File: src/rtl/piso_pkg.sv
// rtl/piso_pkg.sv - shared types and constants for the piso transmitter
package piso_pkg;

    typedef enum logic {
        IDLE  = 1'b0,
        SHIFT = 1'b1
    } state_t;

    localparam logic DIR_MSB_FIRST = 1'b1;
    localparam logic DIR_LSB_FIRST = 1'b0;

endpackage

File: src/rtl/piso_bitcnt.sv
// rtl/piso_bitcnt.sv - load/decrement bit down-counter with first/last flags
module piso_bitcnt #(
    parameter int WIDTH = 4
) (
    input  logic clk,
    input  logic rst,
    input  logic load,
    input  logic dec,
    output logic is_first,
    output logic is_last
);

    localparam int CNT_W = $clog2(WIDTH);
    localparam logic [CNT_W-1:0] LOAD_VAL = CNT_W'(WIDTH - 1);

    logic [CNT_W-1:0] cnt;

    // Load on word acceptance, otherwise count down and hold at zero
    always_ff @(posedge clk or negedge rst) begin
        if (!rst) begin
            cnt <= '0;
        end else if (load) begin
            cnt <= LOAD_VAL;
        end else if (dec && (cnt != '0)) begin
            cnt <= cnt - 1'b1;
        end
    end

    assign is_first = (cnt == LOAD_VAL);
    assign is_last  = (cnt == '0);

endmodule

File: src/rtl/piso_tx.sv
// rtl/piso_tx.sv - parallel-in serial-out transmitter with valid/ready load
module piso_tx
    import piso_pkg::*;
#(
    parameter int WIDTH = 4
) (
    input  logic             clk,
    input  logic             rst,
    input  logic             direction,
    input  logic             din_valid,
    input  logic [WIDTH-1:0] din,
    output logic             din_ready,
    output logic             sout,
    output logic             sout_valid,
    output logic             sof,
    output logic             done
);

    state_t           state;
    state_t           state_nxt;
    logic [WIDTH-1:0] sr;
    logic             dir_q;
    logic             accept;
    logic             is_first;
    logic             is_last;

    // The last-bit cycle can accept the next word so words run back-to-back
    assign din_ready = (state == IDLE) || is_last;
    assign accept    = din_valid && din_ready;

    piso_bitcnt #(
        .WIDTH (WIDTH)
    ) u_bitcnt (
        .clk      (clk),
        .rst      (rst),
        .load     (accept),
        .dec      (state == SHIFT),
        .is_first (is_first),
        .is_last  (is_last)
    );

    // State register
    always_ff @(posedge clk or negedge rst) begin
        if (!rst) begin
            state <= IDLE;
        end else begin
            state <= state_nxt;
        end
    end

    // Next-state: leave SHIFT only when the last bit goes out with no new word
    always_comb begin
        state_nxt = state;
        case (state)
            IDLE:    if (accept) state_nxt = SHIFT;
            SHIFT:   if (is_last && !accept) state_nxt = IDLE;
            default: state_nxt = IDLE;
        endcase
    end

    // Capture word and order on acceptance, then shift the outgoing bit away
    always_ff @(posedge clk or negedge rst) begin
        if (!rst) begin
            sr    <= '0;
            dir_q <= DIR_MSB_FIRST;
        end else if (accept) begin
            sr    <= din;
            dir_q <= direction;
        end else if (state == SHIFT) begin
            sr <= (dir_q == DIR_MSB_FIRST) ? (sr << 1) : (sr >> 1);
        end
    end

    // Outputs come only from registers, so reset silences them at once
    assign sout_valid = (state == SHIFT);
    assign sout       = sout_valid && ((dir_q == DIR_MSB_FIRST) ? sr[WIDTH-1] : sr[0]);
    assign sof        = sout_valid && is_first;
    assign done       = sout_valid && is_last;

endmodule
File: config.mk
export PLATFORM = sky130hd
export DESIGN_NAME = piso_tx
export DESIGN_NICKNAME = d
export VERILOG_FILES = /design/src/rtl/piso_pkg.sv /design/src/rtl/piso_bitcnt.sv /design/src/rtl/piso_tx.sv
export SDC_FILE = /design/constraint.sdc
export NUM_CORES = 1
export LEC_CHECK = 0
export ABC_AREA = 1
export CAP_MARGIN = 5
export CORE_MARGIN = 3
export CORE_UTILIZATION = 25
export CTS_CLUSTER_DIAMETER = 30
export DETAILED_ROUTE_END_ITERATION = 12
export GPL_TIMING_DRIVEN = 0
export PLACE_DENSITY_LB_ADDON = 0.3
export SLEW_MARGIN = 20
export SYNTH_ARGS = -nofsm -noshare
export SYNTH_HDL_FRONTEND = slang
export SYNTH_SLANG_ARGS = --single-unit
File: constraint.sdc
create_clock -name clk -period 1.4 [get_ports clk]
set_clock_uncertainty 0.1 [all_clocks]
set_input_delay 0.14 -clock clk [delete_from_list [all_inputs] [get_ports clk]]
set_output_delay 0.14 -clock clk [all_outputs]
set_load 0.005 [all_outputs]
==> flow_summary.toml, run 1 <==
[clocking]
cts_buffer_depth = 2
insertion_delay_ns = 0.25
root_buffer = "clkbuf_4"
cts.sinks = 8
htree_levels = 1
cts_tree = "done"
numCtsBuffers = 3
clk_pin_slew_ns = 0.06

[finish]
nets = 99
antenna_cells = 0
finalNonFillerCells = 112
final_layout_size_suffix_gt1_share_pct = 43.2
area_delta_synth_final_pct = 61.6

[routing]
ant_nets = 0
drt_iter0_markers = 8
detail_route.wl_per_cell_um = 9.92
drc = 0
via_per_inst = 4.05
firstDrtPassIters = 4
vias = 454
wl_mm = 1.11

[logic_synthesis]
synth_cell_types = 12
netlist_top_cells_area = "dfrtp_1 38%, nand2_1 19%, inv_1 12%"
synth-edff-count = 0
synthTopCellsByCount = "23 x nand2_1, 15 x inv_1, 7 x dfrtp_1, 5 x nand3_1, 4 x o21ai_0"
synth.most_common_cell = "nand2_1"
postSynthAreaPerCell_um2 = 7.27
synth_xor_area_share_pct = 0
yosysTopAreaCellShare_pct = 37.6
ys_ff_latch = 8
ys_warn_count = 0
synth_area_leader_cell = "dfrtp_1"
async_flop_share_pct = 100
syn_nets = 74
synthCells = 64
synth_top_family_by_area = "simple AND/OR/NAND/NOR gates"
synth.mux.area_fraction_pct = 0
synth-compound-area-share_pct = 8.33
synth_simple_gate_area_share_pct = 30.9
syn_area_um2 = 465
synthFlopType = "dfrtp_1"
yosys.area_share.adder_pct = 5.38
ys_seq_area_share_pct = 43.3

[worst_setup_path]
required_ns = 1.45
startpoint_type = "flop"
cp_top_family = "flip-flops"
cp_num_buf_inv = 5
crit_top_cell = "buf_6"
crit_start = "u_bitcnt.cnt[0]"
r2r-start = "u_bitcnt.cnt[0]"
worstPathMaxFanout = 5
crit_chain = "inv_2 > ha_4 > buf_6 > inv_4 > nand2_4 > buf_6 > nand2_2 > o21ai_2 > inv_1"
max_stage_delay_ns = 0.39
critical-path-slowest-cell = "dfrtp_1"
worstPathArrival_ns = 1.44
end_kind = "flop"
reg2reg_slack_ns = 0.006
r2r-end = "u_bitcnt.cnt[1]"
r2r_cells = 9
critical_path_class = "flop to flop"
cp.depth = 9
critical_path.endpoint = "u_bitcnt.cnt[1]"

[timing]
max_slew_margin_pct = 76.5
max_freq_mhz = 718
tightest_slew_ns = 0.352
finalHoldViolCount = 0
rsz0062_at_grt = "yes"
slew_violations = 0
fin_crit_ns = 1.39
fin_crit_sh_pct = 99.5
setup_viol = 0
hold_slack_ns = 0.0568

[floorplan]
die_y_um = 49.2
core-area_um2 = 1630
core.rowCount = 14
die_w_um = 49.2
fp.dieArea_um2 = 2420
io-pin-count = 13
start_util_pct = 28.6

[hold_path]
hold_class = "input pin to asynchronous set/reset pin"

[power_and_ir_drop]
power.leakage_nw = 0.397
ir_worst_vdd_mv = 0.993
p_per_area_nw_per_um2 = 2070

[global_route]
grt_start_max_net_pins = 9
grt_usage_pct = 8.71
grt_pass1_wl_mm = 1.57
globalRouteOverflowTotal = 0
grt_antenna_before_repair = 0
first_global_vias = 387

[placed_design]
hpwl_um = 726
gp_congestion = 0.815
place_inst = 100
port_buffers = 12

[flow_run]
maxCapViolations = 0

[run_status]
outcome = "finished clean"
==> routing by layer <==
metal	global-route usage [%]	vias to the layer above	wire, µm
li1	-	242	-
met1	10.7	204	487
met2	12.7	6	577
met3	2.14	2	24
met4	7.11	0	21
met5	0	-	0
==> registers in the layout, indices dropped and copies added, names as in the netlist <==
register / count
sr: 4
u_bitcnt.cnt: 2
dir_q: 1
sout_valid: 1
==> worst min-delay path by stage <==
stage	slack, ns	end
after floorplan	-0.26	sout_valid
after global placement	0.34	u_bitcnt.cnt[1]
after detailed placement	0.34	sr[1]
after CTS	0.05	sr[0]
after global routing	0.06	u_bitcnt.cnt[1]
final	0.06	sr[0]
==> through the flow <==
| step | util, % | instance area (µm²) | TNS (ns) | worst slack (ns) | power, W |
|---|---|---|---|---|---|
| after floorplan | - | 465 | 0 | 0.165 | 0.000806 |
| after global placement | 37.8 | 616 | -0.455 | -0.175 | 0.00108 |
| after detailed placement | 37.8 | 616 | -0.508 | -0.192 | 0.00109 |
| after CTS | 43.2 | 703 | -0.0181 | -0.0152 | 0.00142 |
| after global routing | 46.2 | 752 | -0.380 | -0.0596 | 0.00171 |
| final | 46.2 | 752 | 0 | 0.00641 | 0.00156 |
==> logic make-up (layout without fill, tap and decap cells) <==
family	after synthesis	after routing
simple gates	32	32
fa+ha+maj	2	2
flops	8	8
compound gates	7	7
buf+inv	15	39
==> worst register-to-register path: stages (launching register included) <==
cell	delay [ns]
dfrtp_1	0.39
inv_2	0.09
ha_4	0.13
buf_6	0.09
inv_4	0.03
nand2_4	0.06
buf_6	0.12
nand2_2	0.08
o21ai_2	0.14
inv_1	0.05
==> repair_timing <==
item,4_1_cts,5_1_grt
gates resized for setup,25,20
pin swaps,2,3
buffers inserted,8,0
hold buffers,0,0
endpoints found under the hold margin,0,0
setup endpoints to repair,6,11
==> layout make-up <==
| cell class | count | area (µm²) |
|---|---|---|
| clock buffer | 4 | 26.3 |
| fill | 163 | 877 |
| inverter | 15 | 61.3 |
| multi-input combinational | 41 | 259 |
| sequential | 8 | 203 |
| tap | 24 | 30.0 |
| timing repair buffer | 20 | 173 |
==> cell usage in the layout (no fill, tap or decap), types with 2 or more instances in the layout <==
cell type / count
o21ai_1: 2
buf_6: 3
inv_2: 3
nand3_1: 2
a21oi_1: 2
inv_4: 2
clkbuf_4: 3
dfrtp_1: 6
buf_4: 6
nand3_2: 3
nand2_2: 6
nand2_4: 2
nand2_1: 17
o21ai_2: 2
buf_2: 3
inv_1: 10
clkdlybuf4s50_1: 7
==> where the power goes <==
| part | internal [W] | total (W) | switching (W) |
|---|---|---|---|
| clock network | 0.000109 | 0.000189 | 0.0000800 |
| logic | 0.000464 | 0.000954 | 0.000490 |
| registers | 0.000346 | 0.000416 | 0.0000692 |
| total | 0.000920 | 0.00156 | 0.000639 |
Power figures use the tool's default switching activity.
==> inputs of run 2 (changes only) <==
Settings changed: CORE_UTILIZATION 25 to 28, CTS_CLUSTER_SIZE set to 30.
==> run 2 against run 1 <==
Die area down 9.5%. Register-to-register slack improved by 0.07 ns. Final area down 7.7%.
==> flow_summary.toml, run 2 (synthesis results as in run 1) <==
[worst_setup_path]
critical_path_class = "flop to output pin"
reg2reg_slack_ns = 0.08
end_kind = "output pin"
worstPathArrival_ns = 1.09
r2r_cells = 9
max_stage_delay_ns = 0.41
r2r-end = "sr[1]"
critical-path-slowest-cell = "dfrtp_1"
crit_chain = "inv_2 > ha_4 > inv_4 > nand2_4 > buf_2"
r2r-start = "u_bitcnt.cnt[1]"
startpoint_type = "flop"
worstPathMaxFanout = 3
required_ns = 1.16

[finish]
area_delta_synth_final_pct = 49.2
max_flop_register = "sr"
final_layout_size_suffix_gt1_share_pct = 32.6
largest_register_ffs = 4
antenna_cells = 0
final_common_cell = "nand2_1"
layout_common_cells = "22 x nand2_1, 11 x inv_1, 7 x clkdlybuf4s50_1, 6 x dfrtp_1, 5 x nand3_1"
reg.largest.list = "sr (4), u_bitcnt.cnt (2)"
design_area_um2 = 694
nets = 97

[floorplan]
die_y_um = 46.8
core-area_um2 = 1540
die_w_um = 46.8
fp.dieArea_um2 = 2190
start_util_pct = 30.2
io-pin-count = 13
core.rowCount = 14

[global_route]
grt_pass1_wl_mm = 1.61
grt_usage_pct = 10.7
grt_start_max_net_pins = 9
use_met1_pct = 13.7
globalRouteOverflowTotal = 0
grtUsageMet3_pct = 1.53
first_global_vias = 376
grt_antenna_before_repair = 0
busiest_layer = "met2"
grt_use_met2_pct = 16.0

[power_and_ir_drop]
p_per_area_nw_per_um2 = 2060
finalPower_w = 0.00143
power.leakage_nw = 0.371
ir_worst_vdd_mv = 0.949

[timing]
max_slew_margin_pct = 77.0
tightest_slew_ns = 0.344
max_freq_mhz = 749
fin_crit_ns = 1.33
finalHoldViolCount = 0
setup_viol = 0
slew_violations = 0
fin_crit_sh_pct = 95.4
rsz0062_at_grt = "yes"

[clocking]
cts_buffer_depth = 2
cts_tree = "done"
numCtsBuffers = 3
insertion_delay_ns = 0.25
cts.sinks = 8
root_buffer = "clkbuf_4"
htree_levels = 1
clk_pin_slew_ns = 0.06

[placed_design]
placed_area_um2 = 606
port_buffers = 12
gp_congestion = 0.728
hpwl_um = 723

[routing]
drc = 0
detail_route.wl_per_cell_um = 9.98
vias = 435
firstDrtPassIters = 4
ant_nets = 0
wl_mm = 1.02
drt_iter0_markers = 7
via_per_inst = 4.26

[hold_path]
hold_class = "input pin to asynchronous set/reset pin"

[flow_run]
maxCapViolations = 0

[run_status]
outcome = "finished clean"
run 2: power by group:
part	switching (W)	total [W]	internal [W]
combinational	0.000420	0.000811	0.000392
sequential	0.0000883	0.000436	0.000347
clock	0.0000771	0.000186	0.000109
run 2: worst max-delay path: cells and delay by family (launching register included):
kind | cells | cell delay, ns
adders and majority gates | 1 | 0.15
buffers and inverters | 3 | 0.22
DFF | 1 | 0.41
and+or+nand+nor | 1 | 0.06
run 2: worst max-delay path by stage:
stage,depth (start not counted),from,end
floorplan,7,u_bitcnt.cnt[0],u_bitcnt.cnt[1]
global placement,5,u_bitcnt.cnt[0],din_ready
detailed placement,5,u_bitcnt.cnt[0],din_ready
CTS,6,sout_valid,sr[0]
global route,5,u_bitcnt.cnt[0],done
finish,5,u_bitcnt.cnt[1],din_ready
run 2: cell type report:
type / count / area, µm²
Tap cell: 16 / 20.0
Fill cell: 159 / 847
Inverter: 15 / 58.8
Timing Repair Buffer: 18 / 151
Multi-Input combinational cell: 41 / 235
Clock buffer: 4 / 26.3
Sequential cell: 8 / 203
run 2: repair_timing:
| item | in CTS | in global routing |
|---|---|---|
| pin swaps | 3 | 0 |
| gates resized for setup | 23 | 10 |
| setup endpoints to repair | 5 | 9 |
| buffers inserted | 5 | 1 |
| hold buffers | 0 | 0 |
| cloned | 0 | 0 |
run 2: layer usage:
metal / wire length (µm) / up-vias / part of all wire (%)
li1: - / 238 / -
met1: 484 / 184 / 48
met2: 462 / 11 / 45
met3: 53 / 2 / 5.2
met4: 17 / 0 / 1.7
met5: 0 / - / 0
run 2: metrics by stage:
step,utilization [%],worst slack (ns),std cells,setup TNS (ns),hold WS [ns]
3_5_place_dp,39.3,-0.173,92,-0.492,0.331
5_1_grt,45.0,-0.0112,102,-0.0112,0.0767
6_report,45.0,0.0650,102,0,0.0538
4_1_cts,43.7,0.0182,101,0,0.0585
3_3_place_gp,39.3,-0.173,92,-0.459,0.332
2_1_floorplan,-,0.165,64,0,-0.256
==> inputs of run 3 (changes only) <==
Settings changed: SETUP_SLACK_MARGIN set to 0.05.
==> run 3 against run 2 <==
Register-to-register slack is essentially flat. Wire length is 2.3% higher. Total power is 5.9% higher. Cell count unchanged. Combinational power up 10%. Via count rose by 3.0%. Largest cell class unchanged. Largest power group unchanged.
==> flow_summary.toml, run 3 (synthesis results as in run 1) <==
[finish]
layout_common_cells = "19 x nand2_1, 10 x inv_1, 7 x clkdlybuf4s50_1, 6 x dfrtp_1"
design_area_um2 = 722
reg.largest.list = "sr (4), u_bitcnt.cnt (2)"
final_common_cell = "nand2_1"
regArea_um2 = 203
antenna_cells = 0
multiInputGateArea_um2 = 256
final_layout_size_suffix_gt1_share_pct = 39.5
nets = 97
max_flop_register = "sr"
fillers = 156
final_util_pct = 46.8
area_delta_synth_final_pct = 55.1
largest_register_ffs = 4

[global_route]
first_global_vias = 374
grt_antenna_before_repair = 0
grt_usage_pct = 10.8
grt_pass1_wl_mm = 1.63
grt_start_max_net_pins = 9
globalRouteOverflowTotal = 0

[routing]
wl_mm = 1.04
detail_route.wl_per_cell_um = 10.2
drt_iter0_markers = 9
ant_nets = 0
vias = 448
drc = 0
firstDrtPassIters = 4
via_per_inst = 4.39

[floorplan]
io-pin-count = 13
start_util_pct = 30.2
die_w_um = 46.8
die_y_um = 46.8
fp.dieArea_um2 = 2190
core.rowCount = 14
core-area_um2 = 1540

[timing]
fin_crit_ns = 1.33
max_slew_margin_pct = 77.0
rsz0062_at_grt = "yes"
finalHoldViolCount = 0
tightest_slew_ns = 0.344
max_freq_mhz = 754
slew_violations = 0
setup_viol = 0
tns_ns = 0
hold_slack_ns = 0.0538
fin_crit_sh_pct = 94.7

[placed_design]
port_buffers = 12
gp_congestion = 0.728
hpwl_um = 723
placed_area_um2 = 606

[power_and_ir_drop]
finalPower_w = 0.00152
p_int_w = 0.000894
p_comb_share_pct = 59.0
clockPowerShare_pct = 12.3
netSwitchingFraction_pct = 41.1
ir_worst_vdd_mv = 0.939
pwr-share-seq_pct = 28.7
p_per_area_nw_per_um2 = 2100
power.leakage_nw = 0.381
p_sw_w = 0.000624

[worst_setup_path]
cp_top_family = "flip-flops"
crit_chain = "buf_6 > a21oi_2 > buf_2"
worstPathMaxFanout = 6
startpoint_type = "flop"
required_ns = 1.16
critical_path_class = "flop to output pin"
max_stage_delay_ns = 0.55
critical-path-slowest-cell = "dfstp_2"
worstPathArrival_ns = 1.09
end_kind = "output pin"
cp_num_buf_inv = 2

[clocking]
htree_levels = 1
root_buffer = "clkbuf_4"
clk_pin_slew_ns = 0.06
cts.sinks = 8
numCtsBuffers = 3
insertion_delay_ns = 0.25
cts_buffer_depth = 2
cts_tree = "done"

[hold_path]
hold_class = "input pin to asynchronous set/reset pin"

[run_status]
outcome = "finished clean"

[flow_run]
maxCapViolations = 0
run 3: power groups by stage:
stage               combinational, W  sequential, W  clock [W]
floorplan                   0.000383       0.000424          0
global placement            0.000636       0.000445          0
detailed placement          0.000640       0.000444          0
CTS                         0.000741       0.000425   0.000197
global route                0.000997       0.000449   0.000213
finish                      0.000896       0.000436   0.000186
run 3: what timing repair did:
item,CTS,global route
setup endpoints to repair,6,11
resized for setup,27,15
buffers inserted,5,1
pin swaps,4,7
hold buffers,0,0
run 3: worst paths after layout:
kind                            slack (ns)     to       startpoint  depth (start not counted)
max in group asynchronous             0.84  dir_q              rst                          1
worst min-delay path                  0.05  sr[3]              rst                          1
worst max-delay path                  0.07   sout            dir_q                          3
min in group clk                      0.32  dir_q        direction                          3
worst max register to register        0.08  sr[1]  u_bitcnt.cnt[1]                          9
worst min register to register        0.43  sr[1]            sr[1]                          2
run 3: metrics by stage:
stage	setup WS, ns	cells
2_1_floorplan	0.165	64
3_3_place_gp	-0.173	92
3_5_place_dp	-0.173	92
4_1_cts	0.0170	101
5_1_grt	0.00283	102
6_report	0.0735	102
run 3: routing by layer:
metal  track usage (%)  wire length (µm)  up-vias
met2              16.0               492       11
met4              8.29                17        0
met5                 0                 0        -
li1                  -                 -      239
met3              1.53                72        2
met1              13.9               459      196
run 3: area by class of cell:
type | instances | share of cell area [%]
sequential | 8 | 28.1
inverter | 15 | 8.15
timing repair buffer | 18 | 21.8
multi-input combinational | 41 | 35.5
tap | 16 | 2.77
clock buffer | 4 | 3.64
